$ cat config.mk
export PLATFORM = sky130hd
export DESIGN_NAME = ok_wire_stream_bridge
export DESIGN_NICKNAME = d
export VERILOG_FILES = /design/src/rtl/ok_bridge_pkg.sv /design/src/rtl/toggle_hold_reg.sv /design/src/rtl/ok_wire_stream_bridge.sv
export SDC_FILE = /design/constraint.sdc
export NUM_CORES = 1
export LEC_CHECK = 0
export BUFFER_PORTS_ARGS = -buffer_cell sky130_fd_sc_hd__buf_2
export CORE_AREA = 2 2 89 91
export CTS_BUF_LIST = sky130_fd_sc_hd__clkbuf_8
export CTS_CLUSTER_DIAMETER = 80
export CTS_CLUSTER_SIZE = 28
export DETAILED_ROUTE_END_ITERATION = 10
export DIE_AREA = 0 0 91 93
export GPL_ROUTABILITY_DRIVEN = 0
export PLACE_DENSITY = 0.78
export SYNTH_ARGS = -nofsm -noshare
export SYNTH_HDL_FRONTEND = slang
export SYNTH_SLANG_ARGS = --single-unit
$ cat constraint.sdc
create_clock -name clock -period 1.52 [get_ports clock]
set_input_delay 0.076 -clock clock [delete_from_list [all_inputs] [get_ports clock]]
set_output_delay 0.076 -clock clock [all_outputs]
set_load 0.02 [all_outputs]
$ cat src/rtl/ok_bridge_pkg.sv
// Shared types and default widths for the Opal Kelly wire <-> valid/ready stream bridge.
package ok_bridge_pkg;

  localparam int DEF_IN_W  = 32;
  localparam int DEF_OUT_W = 16;
  localparam int DEF_CNT_W = 16;

  typedef enum logic {IN_IDLE, IN_VALID} in_state_e;
  typedef enum logic {OUT_EMPTY, OUT_FULL} out_state_e;

  // Which side of the holding register produces the beat.
  typedef enum logic {DIR_TGL_TO_VR, DIR_VR_TO_TGL} hold_dir_e;

endpackage

$ cat src/rtl/toggle_hold_reg.sv
// One-entry holding register bridging a toggle handshake and a valid/ready handshake.
// DIR_TGL_TO_VR: tgl_in=request, tgl_out=ack, hs_in=ready, hs_out=valid.
// DIR_VR_TO_TGL: tgl_in=host ack, tgl_out=avail, hs_in=valid, hs_out=ready.
module toggle_hold_reg
  import ok_bridge_pkg::*;
#(
  parameter int        W   = 32,
  parameter hold_dir_e DIR = DIR_TGL_TO_VR
) (
  input  logic         clock,
  input  logic         reset,
  input  logic         tgl_in,
  output logic         tgl_out,
  input  logic [W-1:0] data_in,
  output logic [W-1:0] data_out,
  input  logic         hs_in,
  output logic         hs_out,
  output logic         fire
);

  assign fire = hs_out & hs_in;

  generate
    if (DIR == DIR_TGL_TO_VR) begin : g_tgl_to_vr
      in_state_e state;
      logic      req_seen;

      always_ff @(posedge clock) begin
        if (reset) begin
          state    <= IN_IDLE;
          req_seen <= 1'b0;
          tgl_out  <= 1'b0;
          data_out <= '0;
          hs_out   <= 1'b0;
        end else begin
          case (state)
            IN_IDLE: begin
              if (tgl_in != req_seen) begin
                data_out <= data_in;
                req_seen <= tgl_in;
                hs_out   <= 1'b1;
                state    <= IN_VALID;
              end
            end
            // Toggle changes are deliberately ignored here; there is no queue.
            IN_VALID: begin
              if (hs_in) begin
                hs_out  <= 1'b0;
                tgl_out <= req_seen;
                state   <= IN_IDLE;
              end
            end
            default: state <= IN_IDLE;
          endcase
        end
      end
    end else begin : g_vr_to_tgl
      out_state_e state;

      always_ff @(posedge clock) begin
        if (reset) begin
          state    <= OUT_EMPTY;
          tgl_out  <= 1'b0;
          data_out <= '0;
          hs_out   <= 1'b0;
        end else begin
          case (state)
            // Ready is registered, so it drops the cycle after a fire and cannot double-capture.
            OUT_EMPTY: begin
              if (hs_out && hs_in) begin
                data_out <= data_in;
                tgl_out  <= ~tgl_out;
                hs_out   <= 1'b0;
                state    <= OUT_FULL;
              end else begin
                hs_out <= 1'b1;
              end
            end
            OUT_FULL: begin
              hs_out <= 1'b0;
              if (tgl_in == tgl_out) begin
                state <= OUT_EMPTY;
              end
            end
            default: state <= OUT_EMPTY;
          endcase
        end
      end
    end
  endgenerate

endmodule

$ cat src/rtl/ok_wire_stream_bridge.sv
// Host-side bridge between polled Opal Kelly wire endpoints and the DUT valid/ready host streams.
module ok_wire_stream_bridge
  import ok_bridge_pkg::*;
#(
  parameter int IN_W  = DEF_IN_W,
  parameter int OUT_W = DEF_OUT_W,
  parameter int CNT_W = DEF_CNT_W
) (
  input  logic             clock,
  input  logic             reset,
  input  logic             host_in_req_tgl,
  input  logic [IN_W-1:0]  host_in_data,
  output logic             host_in_ack_tgl,
  output logic             in_valid,
  input  logic             in_ready,
  output logic [IN_W-1:0]  in_bits,
  input  logic             out_valid,
  output logic             out_ready,
  input  logic [OUT_W-1:0] out_bits,
  output logic             host_out_avail_tgl,
  output logic [OUT_W-1:0] host_out_data,
  input  logic             host_out_ack_tgl,
  output logic [CNT_W-1:0] in_count,
  output logic [CNT_W-1:0] out_count
);

  logic in_fire;
  logic out_fire;

  toggle_hold_reg #(
    .W   (IN_W),
    .DIR (DIR_TGL_TO_VR)
  ) u_in_hold (
    .clock    (clock),
    .reset    (reset),
    .tgl_in   (host_in_req_tgl),
    .tgl_out  (host_in_ack_tgl),
    .data_in  (host_in_data),
    .data_out (in_bits),
    .hs_in    (in_ready),
    .hs_out   (in_valid),
    .fire     (in_fire)
  );

  toggle_hold_reg #(
    .W   (OUT_W),
    .DIR (DIR_VR_TO_TGL)
  ) u_out_hold (
    .clock    (clock),
    .reset    (reset),
    .tgl_in   (host_out_ack_tgl),
    .tgl_out  (host_out_avail_tgl),
    .data_in  (out_bits),
    .data_out (host_out_data),
    .hs_in    (out_valid),
    .hs_out   (out_ready),
    .fire     (out_fire)
  );

  // Debug beat counters wrap freely.
  always_ff @(posedge clock) begin
    if (reset) begin
      in_count  <= '0;
      out_count <= '0;
    end else begin
      if (in_fire)  in_count  <= in_count + CNT_W'(1);
      if (out_fire) out_count <= out_count + CNT_W'(1);
    end
  end

endmodule

Word level (Yosys, flattened, before mapping)
Cells that the tools add are included.
- add/subtract/negate cells: 2
- equality and inequality tests: 4
- multiplexer cells: 11
- bitwise operators: 5
- reductions and logical operators: 5
- operator list (operator ; count):
    $add A16 B1 Y16 const B ; 2
    $pmux W1 S2 ; 4
    $reduce_and A2 Y1 ; 4
    $mux W1 ; 7
    $not A1 Y1 ; 3
    $and A1 B1 Y1 ; 2
    $ne A2 B1 Y1 const B ; 1
    $ne A2 B2 Y1 const B ; 1
    $eq A1 B1 Y1 ; 1
    $logic_and A1 B1 Y1 ; 1
    $ne A1 B1 Y1 ; 1
- register bits: 87
- output and inout port bits: 84
- logic and storage cells: 38

Logic depth before layout (Yosys ltp)
Gate-level depths: netlist (run 1).
- depth in word-level cells: 3
- mapped depth: 6
- gate-level depth less buffers: 5

Modules after synthesis
Synthesis (run 1) repeated with hierarchy kept, for this count alone.
- cells, all modules: 407
- area, all modules: 3961.3 um^2
- by module, submodules not included (module ; instances ; cells an instance ; area each (um^2) ; seq. area each (um^2)):
    toggle_hold_reg (u_in_hold) ; 1 ; 157 ; 1620.3 ; 720.7
    ok_wire_stream_bridge ; 1 ; 169 ; 1493.9 ; 640.6
    toggle_hold_reg (u_out_hold) ; 1 ; 81 ; 847.1 ; 380.4

Worst setup path before layout (run 1)
No wires, ideal clock.
- kind: reg2reg
- start point: reg out_count[0]
- end point: reg out_count[12]
- library setup time: 70 ps
- arrival: 1659 ps
- data required time: 1450 ps
- path slack: -210 ps
- cell stages (with the launch flop): 6
- path buffers: 0
- clock period less this slack: 1730 ps
- cell sequence: dfxtp_1 -> ha_1 -> nand3_2 -> or3_1 -> or3_1 -> a21oi_1
- cells in the longest elaborated chain, start to end: 1
- ends and longest elaborated chain (element ; line ; RTL):
    from (decl) ; ok_wire_stream_bridge.sv:24 ; output logic [CNT_W-1:0] out_count
    from (signal assigned) ; ok_wire_stream_bridge.sv:67 ; if (out_fire) out_count <= out_count + CNT_W'(1);
    $add A16 B1 Y16 ; ok_wire_stream_bridge.sv:67 ;
Every way passes these cells.
A chain may end at the register's enable or synchronous reset.

Worst setup path in the final report (run 1)
- start point: reg u_out_hold.hs_out
- end point: reg out_count[15]
- cells in the longest elaborated chain, start to end: 1
- ends and longest elaborated chain (element ; line ; RTL):
    from (decl) ; toggle_hold_reg.sv:17 ; output logic hs_out,
    from (signal assigned) ; toggle_hold_reg.sv:65 ; hs_out <= 1'b0;
    from (signal assigned) ; toggle_hold_reg.sv:73 ; hs_out <= 1'b0;
    from (signal assigned) ; toggle_hold_reg.sv:76 ; hs_out <= 1'b1;
    $and A1 B1 Y1 ; toggle_hold_reg.sv:21 ; assign fire = hs_out & hs_in;
Every way passes these cells.

==> metrics.sh, run 1 <==
WORST_SETUP_HOLD_PATH_CLK_SLEW_PS=80
WORST_PATH_LARGEST_CELL_DELAY_PS=430
YS_ASYNC_SR_FRACTION_PCT=0
DATA_REQUIRED_TIME_OF_THE_CRITICAL_PATH_PS=1810
HOLD_VIOL_FINAL=0
MAX-VDD-IR-DROP_V=0.000783
DESIGN.DIE.AREA_UM2=8460
FIN_SKEW_PS=8.35
COMBINATIONALPOWERSHARE_PCT=15.6
GR-USAGE-ALL-LAYERS_PCT=22.1
HOLD_PATH_CLASS='input port to register'
POST_SYNTH_NUM_CELL_TYPES=33
DOMINANTREGCELLSYNTH='sky130_fd_sc_hd__dfxtp_1'
RSZ0062_AT_GRT='true'
OUTCOME='finished with violations'
VIAS_AFTER_DETAILED_ROUTING=3482
MEAN_ROUTED_WIRELENGTH_PER_CELL_UM=13.3
GLOBAL_ROUTE.OVERFLOW_TOTAL=0
WORSTPATHARRIVAL_PS=1810
TIMING.SLEW.HEADROOM_PCT=75.5
EDFF_COUNT_SYNTH=0
CORE_AREA_UM2=7530
FINAL_ANTENNA_NET_COUNT=0
NETLIST.AREA_LEADER.SHARE_PCT=52.4
START_UTIL_PCT=44.1
YS_WARN_COUNT=0
DRT_ITER0_DRC=130
SEQ_AREA_FRAC_SYNTH_PCT=52.4
POSTSYNTHAREAPERCELL_UM2=8.24
SYNTH_TOP_CELL_BY_AREA='sky130_fd_sc_hd__dfxtp_1'
CRIT_PATH_END_KIND='register'
SW_FRAC_OF_TOTAL_PCT=25.1
AREA_GROWTH_SYN_TO_LAYOUT_PCT=53.2
PWR-SHARE-CLK_PCT=37.1
DESIGN.PORTCOUNT=138
MIN_PERIOD_PS=1530
CTS.PATH.MAX_BUFFERS=2
DP_HPWL_UM=5870
MAX_FREQ_MHz=655
CTS_TREE='built'
FINAL_MAX_SLEW_VIOL_COUNT=0
HOLDWS_PS=20.3
CRITICAL_PATH.N_BUFFERS_INVERTERS=0
DRT_DRC=0
POWER.DENSITY_CELL_AREA_nW_PER_UM2=1030
POST_SYNTH_INST_COUNT=403
NNETSFINAL=657
FINAL_MIN_PERIOD_OVER_CLOCK_PERIOD_PCT=100
MAX_SLEW.WORST_PIN.SLEW_PS=364
MAX_CAP_VIOLATIONS=0
POSTLAYOUTCOREUTIL_PCT=67.6
FINAL_DESIGN_AREA_NO_FILL_UM2=5090
CLOCK_ROOT_BUFFER_MASTER='sky130_fd_sc_hd__clkbuf_8'
TOTAL_LEAKAGE_POWER_nW=2.22
DIE_W_UM=91
CLOCK_NET_SINK_COUNT=87
NUMBER_OF_NETS_IN_THE_SYNTHESIZED_NETLIST=459
SLOWEST_CELL_ON_THE_CRITICAL_PATH='sky130_fd_sc_hd__or4_1'
CTS_MAX_LEVEL=3
SETUP_SLACK_PS=-5.87
POWER.SEQUENTIAL.FRACTION_PCT=47.3
WORST-SETUP-PATH-TYPE='register to register'
POWER_SWITCHING_mW=1.31
DETAILED_PLACE.AREA_UM2=4290
CRITICAL_PATH.TOP_DELAY_FAMILY='simple AND/OR/NAND/NOR gates'
TIMING.RR.END='out_count[15]$_SDFFE_PP0P_'
SETUP_VIOL=1
LARGEST_DRIVER_FANOUT_ON_THE_CRITICAL_PATH=6
HOLD-PATH-CELL-COUNT=2
FIRST_GLOBAL_VIAS=3362
R2R_SLACK_PS=-6
INSERTION_DELAY_PS=350
INTERNAL_PORTION_OF_TOTAL_POWER_mW=3.91
START_KIND='register'
DRTPASS1ITERATIONS=4
NUMCTSBUFFERS=9
TIMING.HOLD.WORST.START='out_valid'
VIASPERCELL=4.92
WORST_R2R_STARTPOINT='u_out_hold.hs_out$_SDFF_PP0_'
PIN_COUNT_OF_THE_BIGGEST_NET_ENTERING_GLOBAL_ROUTING=41
N_ANTENNA_CELL=0
TOTALWIRELENGTH_UM=9430
FP.DIEH_UM=93
YOSYS_REGISTER_BITS=87
WORSTREGTOREGCELLS=4
HOLD_PATH_END='u_out_hold.hs_out$_SDFF_PP0_'
SYNTH.AREA.TOP_CELLS='sky130_fd_sc_hd__dfxtp_1 52%, sky130_fd_sc_hd__nand2_1 13%, sky130_fd_sc_hd__a21oi_1 8.9%, sky130_fd_sc_hd__xnor2_1 4.7%, sky130_fd_sc_hd__nor2_1 3.4%'
DRIVE_ABOVE_1_SHARE_PCT=33.8
PLACEMENT.IO_BUFFERS=137
ROWS=32
FIRST_PASS_GRT_WIRE_LENGTH_UM=15200
TIMING.CRITICAL_PATH.CELLS='nand4_2, or3_4, or4_1, a21oi_2'
FAILED_CHECKS='negative setup slack'
ANTENNA_FOUND_INITIAL=0
FIN_TNS_SETUP_PS=-5.87
SYNTHESIS.AREA_UM2=3320
==> how the worst max path moves through the flow <==
stage	from	endpoint	slack, ps	cells after the start
detailed placement	out_count[1]$_SDFFE_PP0P_	out_count[12]$_SDFFE_PP0P_	20	5
floorplan	in_count[0]$_SDFFE_PP0P_	in_count[8]$_SDFFE_PP0P_	0.7	5
global placement	u_out_hold.hs_out$_SDFF_PP0_	out_count[15]$_SDFFE_PP0P_	70	4
CTS	out_count[0]$_SDFFE_PP0P_	out_count[12]$_SDFFE_PP0P_	0.8	5
global route	u_out_hold.hs_out$_SDFF_PP0_	out_count[15]$_SDFFE_PP0P_	-50	4
finish	u_out_hold.hs_out$_SDFF_PP0_	out_count[15]$_SDFFE_PP0P_	-6	4
==> cell usage in the layout (no fill, tap or decap), types with 3 or more instances in the layout <==
master	instances
sky130_fd_sc_hd__dfxtp_1	73
sky130_fd_sc_hd__buf_4	21
sky130_fd_sc_hd__o21ai_0	4
sky130_fd_sc_hd__clkbuf_8	11
sky130_fd_sc_hd__or3_1	5
sky130_fd_sc_hd__nor4_1	6
sky130_fd_sc_hd__inv_1	9
sky130_fd_sc_hd__buf_12	3
sky130_fd_sc_hd__xnor2_1	18
sky130_fd_sc_hd__a21oi_1	57
sky130_fd_sc_hd__bufinv_16	3
sky130_fd_sc_hd__nor2_1	30
sky130_fd_sc_hd__xor2_1	8
sky130_fd_sc_hd__dfxtp_2	8
sky130_fd_sc_hd__buf_2	137
sky130_fd_sc_hd__dlygate4sd3_1	48
sky130_fd_sc_hd__nand2_1	110
sky130_fd_sc_hd__nor3_1	5
sky130_fd_sc_hd__nand3_1	8
sky130_fd_sc_hd__nand4_1	9
sky130_fd_sc_hd__dfxtp_4	6
==> what timing repair did <==
action | in CTS | in global routing
pin swaps | 0 | 6
resized for setup | 1 | 6
endpoints found under the hold margin | 48 | 0
hold buffers | 48 | 0
endpoints found under the setup margin | 1 | 11
buffers inserted | 0 | 5
==> flip-flops by register name, indices dropped and copies added, names as in the netlist <==
signal / flops
u_out_hold.tgl_out: 1
u_in_hold.data_out: 32
out_count: 16
in_count: 16
u_out_hold.g_vr_to_tgl.state: 1
u_in_hold.tgl_out: 1
u_in_hold.g_tgl_to_vr.req_seen: 1
u_in_hold.hs_out: 1
u_out_hold.data_out: 16
u_in_hold.g_tgl_to_vr.state: 1
u_out_hold.hs_out: 1
==> logic make-up (layout without fill, tap and decap cells) <==
family          after synthesis  after routing  share of synthesized area (%)
simple gates                189            189                           25.3
flops                        87             87                           52.4
compound gates               68             68                           10.7
buf+inv                      29            232                           3.39
xor+xnor                     26             26                           6.86
fa+ha+maj                     2              2                          0.753
mux                           2              2                          0.640
==> through the flow <==
step	worst slack (ps)	std cells	total power, mW
after CTS	0.807	703	5.24
after global placement	67.0	639	3.20
after global routing	-48.0	708	5.45
after detailed placement	21.5	639	3.22
final	-5.87	708	5.22
after floorplan	0.651	403	2.93
==> Yosys cell counts (4+ instances only) <==
| master | n |
|---|---|
| sky130_fd_sc_hd__a21oi_1 | 59 |
| sky130_fd_sc_hd__clkbuf_1 | 18 |
| sky130_fd_sc_hd__dfxtp_1 | 87 |
| sky130_fd_sc_hd__inv_1 | 7 |
| sky130_fd_sc_hd__nand2_1 | 111 |
| sky130_fd_sc_hd__nand3_1 | 9 |
| sky130_fd_sc_hd__nand4_1 | 9 |
| sky130_fd_sc_hd__nor2_1 | 30 |
| sky130_fd_sc_hd__nor3_1 | 5 |
| sky130_fd_sc_hd__nor4_1 | 7 |
| sky130_fd_sc_hd__o21ai_0 | 4 |
| sky130_fd_sc_hd__or3_1 | 6 |
| sky130_fd_sc_hd__xnor2_1 | 18 |
| sky130_fd_sc_hd__xor2_1 | 8 |
==> power by group through the flow <==
stage	combinational, mW	sequential (mW)	clock (mW)
floorplan	0.276	2.65	0
finish	0.815	2.47	1.94
global route	0.886	2.48	2.08
global placement	0.687	2.51	0
detailed placement	0.699	2.52	0
CTS	0.793	2.46	1.99
==> layout make-up <==
class	count	area, µm²
Clock buffer	11	151
Clock inverter	5	97.6
Fill cell	615	2440
Inverter	7	26.3
Multi-Input combinational cell	287	1530
Sequential cell	87	1770
Tap cell	102	128
Timing Repair Buffer	209	1380
==> layer usage <==
layer	share of wire (%)	global-route usage, %
met3	4.6	3.71
met1	41	25.1
met2	52	40.2
met5	0	0
met4	2.7	10.6
Note: power is estimated with default switching activity, not from simulation.
==> run 2, diff against run 1 <==
--- a/config.mk
+++ b/config.mk
@@ -13,7 +13,7 @@
 export DETAILED_ROUTE_END_ITERATION = 10
 export DIE_AREA = 0 0 91 93
 export GPL_ROUTABILITY_DRIVEN = 0
-export PLACE_DENSITY = 0.78
+export PLACE_DENSITY = 0.75
 export SYNTH_ARGS = -nofsm -noshare
 export SYNTH_HDL_FRONTEND = slang
 export SYNTH_SLANG_ARGS = --single-unit
==> constraint.sdc (replaced) <==
create_clock -name clock -period 1.43 [get_ports clock]
set_input_delay 0.0715 -clock clock [delete_from_list [all_inputs] [get_ports clock]]
set_output_delay 0.0715 -clock clock [all_outputs]
set_load 0.02 [all_outputs]
==> metrics.sh, run 2 (synthesis gave the netlist of run 1 again) <==
CRIT_PATH_END_KIND='register'
FIN_SKEW_PS=8.12
WORSTPATHARRIVAL_PS=1730
GR-USAGE-ALL-LAYERS_PCT=22.2
CRITICAL_PATH.N_BUFFERS_INVERTERS=0
TOTAL_LEAKAGE_POWER_nW=2.32
CORE_AREA_UM2=7530
CLOCK_NET_SINK_COUNT=87
SETUP_SLACK_PS=-17.7
HOLDWS_PS=22.1
PLACEMENT.IO_BUFFERS=137
GLOBAL_ROUTE.OVERFLOW_TOTAL=0
FINAL_MAX_SLEW_VIOL_COUNT=0
N_ANTENNA_CELL=0
OUTCOME='finished with violations'
TIMING.SLEW.HEADROOM_PCT=66.7
FINAL_ANTENNA_NET_COUNT=0
NNETSFINAL=671
DRT_ITER0_DRC=131
VIAS_AFTER_DETAILED_ROUTING=3514
WORST_PATH_LARGEST_CELL_DELAY_PS=390
FINAL_DESIGN_AREA_NO_FILL_UM2=5280
CTS_TREE='built'
DRTPASS1ITERATIONS=4
CTS.PATH.MAX_BUFFERS=2
START_KIND='register'
ROWS=32
FAILED_CHECKS='negative setup slack'
FIRST_PASS_GRT_WIRE_LENGTH_UM=15400
NUMCTSBUFFERS=9
LARGEST_REGISTER='u_in_hold.data_out'
DPL_WORST_SLACK_PS=-11.7
HOLD_VIOL_FINAL=0
RSZ0062_AT_GRT='true'
CTS_MAX_LEVEL=3
NUMBER_OF_FLIP_FLOPS_UNDER_THE_LARGEST_REGISTER_NAME=32
DESIGN.DIE.AREA_UM2=8460
AREA_GROWTH_SYN_TO_LAYOUT_PCT=58.8
PIN_COUNT_OF_THE_BIGGEST_NET_ENTERING_GLOBAL_ROUTING=37
FIN_TNS_SETUP_PS=-34.0
TIMING.CRITICAL_PATH.CELLS='ha_4, nand3_4, or3_4, or3_1, a21oi_1'
DP_HPWL_UM=6120
DRIVE_ABOVE_1_SHARE_PCT=38.2
SLOWEST_CELL_ON_THE_CRITICAL_PATH='sky130_fd_sc_hd__dfxtp_4'
TOTALWIRELENGTH_UM=9580
MIN_PERIOD_PS=1450
DIE_W_UM=91
CLOCK_ROOT_BUFFER_MASTER='sky130_fd_sc_hd__clkbuf_8'
FIRST_GLOBAL_VIAS=3412
SETUP_VIOL=3
INSERTION_DELAY_PS=350
POWER.DENSITY_CELL_AREA_nW_PER_UM2=1030
WORST-SETUP-PATH-TYPE='register to register'
HOLD_PATH_CLASS='input port to register'
VIASPERCELL=4.87
CRITICAL_PATH.TOP_DELAY_FAMILY='simple AND/OR/NAND/NOR gates'
DR_WL_MET2_UM=4900
DRT_DRC=0
FILLER_CELL_COUNT_IN_THE_FINAL_LAYOUT=609
ANTENNA_FOUND_INITIAL=0
DETAILED_PLACE.AREA_UM2=4450
MAX_FREQ_MHz=691
DESIGN.PORTCOUNT=138
FINAL_MIN_PERIOD_OVER_CLOCK_PERIOD_PCT=101
WORST_SETUP_HOLD_PATH_CLK_SLEW_PS=80
FP.DIEH_UM=93
MAX_CAP_VIOLATIONS=0
LAYOUT.CELLS.MOST_COMMON='sky130_fd_sc_hd__buf_2'
MAX-VDD-IR-DROP_V=0.000626
MAX_SLEW.WORST_PIN.SLEW_PS=499
ROUTED.TOP_LAYER='met4'
DETAILROUTE.WIRELENGTH.MET3_UM=474
MEAN_ROUTED_WIRELENGTH_PER_CELL_UM=13.3
DATA_REQUIRED_TIME_OF_THE_CRITICAL_PATH_PS=1710
MOST-COMMON-LAYOUT-CELLS='137 x sky130_fd_sc_hd__buf_2, 109 x sky130_fd_sc_hd__nand2_1, 67 x sky130_fd_sc_hd__dfxtp_1, 58 x sky130_fd_sc_hd__a21oi_1, 48 x sky130_fd_sc_hd__dlygate4sd3_1'
LARGEST_DRIVER_FANOUT_ON_THE_CRITICAL_PATH=4
WL_MET1_UM=4040
START_UTIL_PCT=44.1
run 2: worst paths after layout:
kind                            depth (start not counted)                                start  slack (ps)                                   to
worst max-delay path                                    5            out_count[1]$_SDFFE_PP0P_         -20           out_count[14]$_SDFFE_PP0P_
worst min-delay path                                    3                          out_bits[7]          20  u_out_hold.data_out[7]$_SDFFE_PP0P_
worst max register to register                          5            out_count[1]$_SDFFE_PP0P_         -20           out_count[14]$_SDFFE_PP0P_
worst min register to register                          2  u_in_hold.data_out[13]$_SDFFE_PP0P_         460  u_in_hold.data_out[13]$_SDFFE_PP0P_
run 2: metrics by stage:
step / std cells / util [%] / power (mW)
floorplan: 403 / - / 3.11
global placement: 655 / 59.1 / 3.40
detailed placement: 655 / 59.1 / 3.43
CTS: 720 / 68.6 / 5.45
global route: 722 / 70.1 / 5.67
finish: 722 / 70.1 / 5.44
run 2: layout make-up:
type / count / area [µm²] / area share (%)
flip-flops and latches: 87 / 1790 / 33.9
multi-input cells: 287 / 1620 / 30.7
repair buffers: 223 / 1480 / 28.1
clock buffers: 11 / 151 / 2.87
well taps: 102 / 128 / 2.42
clock inverters: 5 / 78.8 / 1.49
inverters: 7 / 26.3 / 0.498
run 2: timing repair:
action	4_1_cts	5_1_grt
pin swaps	1	3
hold buffers	48	0
gates cloned	0	0
endpoints found under the hold margin	48	0
buffers inserted	1	2
endpoints found under the setup margin	3	49
resized for setup	0	21
run 2: worst reg2reg max path: stages (launching register included):
cell	delay, ps
sky130_fd_sc_hd__dfxtp_4	390
sky130_fd_sc_hd__ha_4	140
sky130_fd_sc_hd__nand3_4	70
sky130_fd_sc_hd__or3_4	340
sky130_fd_sc_hd__or3_1	320
sky130_fd_sc_hd__a21oi_1	130
run 2: power breakdown:
group	internal, mW	total (mW)	switching (mW)	leakage [nW]
Clock	1.08	1.93	0.851	0.116
Sequential	2.54	2.63	0.0893	0.721
Combinational	0.379	0.879	0.500	1.48
Total	3.99	5.44	1.44	2.32
run 2: layer usage:
layer | global-route usage [%] | vias to the layer above
met1 | 25.9 | 1637
met4 | 8.46 | 0
met5 | 0 | -
met2 | 40.4 | 108
met3 | 4.19 | 14
li1 | - | 1755
